[src/rtl/mem_bus_arbiter.sv]
// Shares one memory bus between fetch and LSU ports, with an in-order owner FIFO routing responses back.
// Optional MEM_BUS_ARB_RR_EN selects round-robin arbitration; the default is fixed priority with data over fetch.
module mem_bus_arbiter #(
  parameter int MAX_OUTSTANDING = 2,
  parameter int ADDR_WIDTH      = 32,
  parameter int DATA_WIDTH      = 32
) (
  input  logic                                 clk,
  input  logic                                 reset_n,
  input  logic                                 instr_req,
  input  logic [ADDR_WIDTH-1:0]                instr_addr,
  output logic                                 instr_gnt,
  output logic [DATA_WIDTH-1:0]                instr_rdata,
  output logic                                 instr_valid,
  output logic                                 instr_err,
  input  logic                                 data_req,
  input  logic                                 data_wr,
  input  logic [ADDR_WIDTH-1:0]                data_addr,
  input  logic [DATA_WIDTH-1:0]                data_wdata,
  input  logic [DATA_WIDTH/8-1:0]              data_be,
  output logic                                 data_gnt,
  output logic [DATA_WIDTH-1:0]                data_rdata,
  output logic                                 data_valid,
  output logic                                 data_err,
  output logic                                 bus_req,
  output logic                                 bus_wr,
  output logic [ADDR_WIDTH-1:0]                bus_addr,
  output logic [DATA_WIDTH-1:0]                bus_wdata,
  output logic [DATA_WIDTH/8-1:0]              bus_be,
  input  logic                                 bus_gnt,
  input  logic [DATA_WIDTH-1:0]                bus_rdata,
  input  logic                                 bus_valid,
  input  logic                                 bus_err,
  output logic [$clog2(MAX_OUTSTANDING+1)-1:0] outstanding_cnt,
  output logic                                 spurious_rsp
);
  localparam int CNT_WIDTH = $clog2(MAX_OUTSTANDING + 1);
  localparam int PTR_WIDTH = (MAX_OUTSTANDING > 1) ? $clog2(MAX_OUTSTANDING) : 1;

  typedef enum logic {OWN_INSTR = 1'b0, OWN_DATA = 1'b1} owner_e;

  owner_e                 fifo_q [MAX_OUTSTANDING];
  logic [PTR_WIDTH-1:0]   wr_ptr;
  logic [PTR_WIDTH-1:0]   rd_ptr;
  logic                   lock;
  owner_e                 lock_owner;
  owner_e                 winner;
  owner_e                 sel;
  owner_e                 head;
  logic                   full;
  logic                   empty;
  logic                   push;
  logic                   pop;
  logic                   owner_req;

  assign full  = (outstanding_cnt == CNT_WIDTH'(MAX_OUTSTANDING));
  assign empty = (outstanding_cnt == '0);

`ifdef MEM_BUS_ARB_RR_EN
  owner_e last_owner;

  always_comb begin
    winner = OWN_INSTR;
    if (instr_req && data_req) winner = (last_owner == OWN_INSTR) ? OWN_DATA : OWN_INSTR;
    else if (data_req)         winner = OWN_DATA;
  end

  always_ff @(posedge clk) begin
    if (!reset_n)  last_owner <= OWN_INSTR;
    else if (push) last_owner <= sel;
  end
`else
  assign winner = data_req ? OWN_DATA : OWN_INSTR;
`endif

  assign sel     = lock ? lock_owner : winner;
  assign bus_req = (instr_req | data_req) & ~full;
  assign push    = bus_req & bus_gnt;
  assign pop     = bus_valid & ~empty;

  always_comb begin
    bus_wr    = 1'b0;
    bus_addr  = instr_addr;
    bus_wdata = '0;
    bus_be    = '1;
    if (sel == OWN_DATA) begin
      bus_wr    = data_wr;
      bus_addr  = data_addr;
      bus_wdata = data_wdata;
      bus_be    = data_be;
    end
  end

  assign instr_gnt = push & (sel == OWN_INSTR);
  assign data_gnt  = push & (sel == OWN_DATA);

  assign head        = fifo_q[rd_ptr];
  assign instr_valid = pop & (head == OWN_INSTR);
  assign data_valid  = pop & (head == OWN_DATA);
  assign instr_rdata = bus_rdata;
  assign data_rdata  = bus_rdata;
  assign instr_err   = bus_err & instr_valid;
  assign data_err    = bus_err & data_valid;

  // A stalled request stays pinned to its owner until handshake, or until that owner withdraws.
  assign owner_req = (lock_owner == OWN_DATA) ? data_req : instr_req;

  always_ff @(posedge clk) begin
    if (!reset_n) begin
      lock       <= 1'b0;
      lock_owner <= OWN_INSTR;
    end else if (push) begin
      lock <= 1'b0;
    end else if (lock && !owner_req) begin
      lock <= 1'b0;
    end else if (bus_req) begin
      lock       <= 1'b1;
      lock_owner <= sel;
    end
  end

  always_ff @(posedge clk) begin
    if (push) fifo_q[wr_ptr] <= sel;
  end

  always_ff @(posedge clk) begin
    if (!reset_n) begin
      wr_ptr          <= '0;
      rd_ptr          <= '0;
      outstanding_cnt <= '0;
      spurious_rsp    <= 1'b0;
    end else begin
      if (push) wr_ptr <= (wr_ptr == PTR_WIDTH'(MAX_OUTSTANDING - 1)) ? '0 : wr_ptr + PTR_WIDTH'(1);
      if (pop)  rd_ptr <= (rd_ptr == PTR_WIDTH'(MAX_OUTSTANDING - 1)) ? '0 : rd_ptr + PTR_WIDTH'(1);
      case ({push, pop})
        2'b10:   outstanding_cnt <= outstanding_cnt + CNT_WIDTH'(1);
        2'b01:   outstanding_cnt <= outstanding_cnt - CNT_WIDTH'(1);
        default: outstanding_cnt <= outstanding_cnt;
      endcase
      if (bus_valid && empty) spurious_rsp <= 1'b1;
    end
  end
endmodule

[config.mk]
export PLATFORM = sky130hd
export DESIGN_NAME = mem_bus_arbiter
export DESIGN_NICKNAME = d
export VERILOG_FILES = /design/src/rtl/mem_bus_arbiter.sv
export SDC_FILE = /design/constraint.sdc
export NUM_CORES = 1
export LEC_CHECK = 0
export BUFFER_PORTS_ARGS = -buffer_cell sky130_fd_sc_hd__clkbuf_2
export CAP_MARGIN = 20
export CORE_AREA = 5 5 106 108
export DETAILED_ROUTE_END_ITERATION = 6
export DIE_AREA = 0 0 111 113
export GPL_TIMING_DRIVEN = 0
export SYNTH_ARGS = -nofsm -noshare
export SYNTH_HDL_FRONTEND = slang
export SYNTH_SLANG_ARGS = --single-unit
[constraint.sdc]
create_clock -name clk -period 2.4 [get_ports clk]
set_input_delay 0.24 -clock clk [delete_from_list [all_inputs] [get_ports clk]]
set_output_delay 0.24 -clock clk [all_outputs]
set_load 0.02 [all_outputs]
==> reports/qor.yml <==
cells_and_area:
  fill_cells: 1092
  final_nets: 588
  seq_area_um2: 220.2
  final_cells: 582
  layout_common_cells: "249 x clkbuf_2, 64 x buf_4, 36 x nor2b_1"
  insertedDiodeCount: 0
  multi_input_area_um2: 855.8
  fin_util_pct: 30.53
  drive_gt1_share_pct: 80.49
  layout_commonest_cell: "clkbuf_2"
  area_delta_synth_final_pct: 89.43
placed_design:
  gp_congestion: 0.8347
  dpl.hpwl_um: 6865
  dp.cells: 578
  dp_slack_ps: 405.4
  numPortBuffers: 249
die:
  pin_count: 283
  dieArea_um2: 12540
  die_y_um: 113
  die_x_um: 111
  initial_utilization_pct: 16.12
  rows: 37
  core_area_um2: 10140
power_and_ir_drop:
  power_w: 0.001566
  ir_worst_vdd_mv: 0.2633
  p_leak_nw: 1.821
  powerDensity_nw_per_um2: 505.9
sta:
  maxSlewHeadroom_pct: 64.05
  finalSetupViolCount: 0
  min_period_over_period_pct: 89.51
  fmax_mhz: 465.5
  drv_slew: 0
  fin_skew_ps: 1.062
  hold_viol_final: 0
  rsz0062_at_grt: "no"
  period_needed_ps: 2148
  tightest_slew_ps: 533.7
  finalWorstSetupSlack_ps: 251.7
  finalSetupTns_ps: 0
flow_run:
  cap_violations: 0
critical_path:
  ff2ff_setup_slack_ps: 390
  r2r_start: "outstanding_cnt[0]"
  cp.arrival_ps: 1910
  reg2reg_depth: 6
  cp_max_fo: 10
  path_class: "reg -> out"
  cp-end-kind: "output port"
  crit_path_start_kind: "flop"
  cp.required_ps: 2160
  reg2reg_to: "outstanding_cnt[1]"
hold_path:
  worstHoldStart: "bus_valid"
  min_path_type: "in -> reg"
  hold_depth: 3
  holdPathEnd: "spurious_rsp"
cts:
  cts_inserted_buffers: 3
  cts.sinks: 10
  cts_resized: 0
  post-cts-setup-buffers: 0
  cts_buffer_depth: 2
  insertion_delay_ps: 240
  cts-root-buf: "clkbuf_8"
  cts_tree: "yes"
  cts_hold_buf: 0
  clk_pin_slew_ps: 50
  htree_levels: 1
grt:
  antenna_found_initial: 0
  grt_start_max_net_pins: 11
  grt_overflow: 0
  grt_pass1_vias: 2251
  grt_pass1_wl_um: 10750
  grt.total_usage_pct: 10.21
synthesis:
  synth.cell_area_um2: 1634
  avgSynthCellArea_um2: 8.467
  ys_ff_latch: 10
  synth.distinct_cells: 27
  yosysTopAreaCellShare_pct: 29.40
  synth_nets: 334
  synth_top_cell_by_area: "buf_4"
  synthTopCellsByArea: "buf_4 29%, mux2_2 21%, nor2b_1 14%, dfxtp_1 9.8%, edfxtp_1 3.7%"
  synth_warnings: 0
  syn_inst: 193
  yosysSeqAreaShare_pct: 13.48
route:
  ant_nets: 0
  routed_wl_um: 7333
  viasPerCell: 3.694
  drc: 0
  wl_per_cell_um: 12.60
  first_iter_violations: 38
  firstDrtPassIters: 5
  dr_total_vias: 2150
status:
  run_status: "complete, no violations"
==> power breakdown <==
part	switching (W)	total (W)	internal [W]
sequential	0.0000438	0.000263	0.000219
combinational	0.000624	0.00112	0.000498
clock	0.0000651	0.000181	0.000116
==> worst max-delay path by stage <==
stage                         end  cells past startpoint               start  slack [ps]
4_1_cts               bus_addr[2]                      4                lock         200
6_report              bus_addr[2]                      4                lock         250
5_1_grt              bus_wdata[5]                      4                lock         140
2_1_floorplan  outstanding_cnt[1]                      6  outstanding_cnt[0]         410
3_3_place_gp   outstanding_cnt[1]                      6  outstanding_cnt[0]         480
3_5_place_dp   outstanding_cnt[1]                      6  outstanding_cnt[0]         410
==> area by class of cell <==
type / instances / share of cell area (%)
Sequential cell: 10 / 7.114
Tap cell: 136 / 5.497
Multi-Input combinational cell: 107 / 27.65
Timing Repair Buffer: 249 / 40.26
Buffer: 73 / 17.66
Inverter: 3 / 0.3638
Clock buffer: 4 / 1.455
==> cells in the mapped netlist <==
cell type / n
and2_1: 3
o2111a_1: 1
nand2_1: 5
buf_6: 4
and3_1: 1
edfxtp_1: 2
nor3b_1: 1
a21oi_1: 1
or3_1: 1
clkbuf_1: 3
nor2_1: 8
mux2i_4: 1
or2_2: 4
buf_2: 2
mux2_4: 2
mux2_2: 30
buf_4: 64
dfxtp_1: 8
nor4_1: 1
xnor2_1: 3
or3b_1: 1
inv_1: 3
nor2b_1: 36
a21boi_0: 1
mux2i_1: 4
o21ai_0: 2
ha_1: 1
==> sequential cells by signal, summed over array words and instances (netlist names), named ones only <==
name,count
fifo_q,2
lock,1
lock_owner,1
outstanding_cnt,2
rd_ptr,1
spurious_rsp,1
wr_ptr,1
==> kinds of logic (layout without fill, tap and decap cells) <==
group | after synthesis | in the layout | synth area share (%)
AO/OA/AOI/OAI | 5 | 5 | 2.067
XOR/XNOR | 3 | 3 | 1.608
adder cells (fa/ha/maj) | 1 | 1 | 0.7656
buffers and inverters | 76 | 329 | 34.15
flip-flops | 10 | 10 | 13.48
multiplexers | 37 | 37 | 26.34
AND/OR/NAND/NOR | 61 | 61 | 21.59
==> per-stage QoR <==
stage | area (µm²) | hold slack (ps)
after floorplan | 1634 | 382.1
after global placement | 3050 | 458.1
after detailed placement | 3050 | 479.1
after CTS | 3095 | 271.5
after global routing | 3095 | 323.4
final | 3095 | 273.5
==> layer usage <==
layer	share of wire (%)	GRT usage [%]	routed length, µm
met5	0	0	0
met4	0.57	2.053	42
met3	9.7	3.316	709
met2	51	18.37	3745
met1	39	11.90	2836
==> worst max-delay path: stages (launching register included) <==
cell      delay, ps
dfxtp_1         420
mux2i_4         510
buf_6           220
mux2_2          350
clkbuf_2        160
Note: power is estimated with default switching activity, not from simulation.
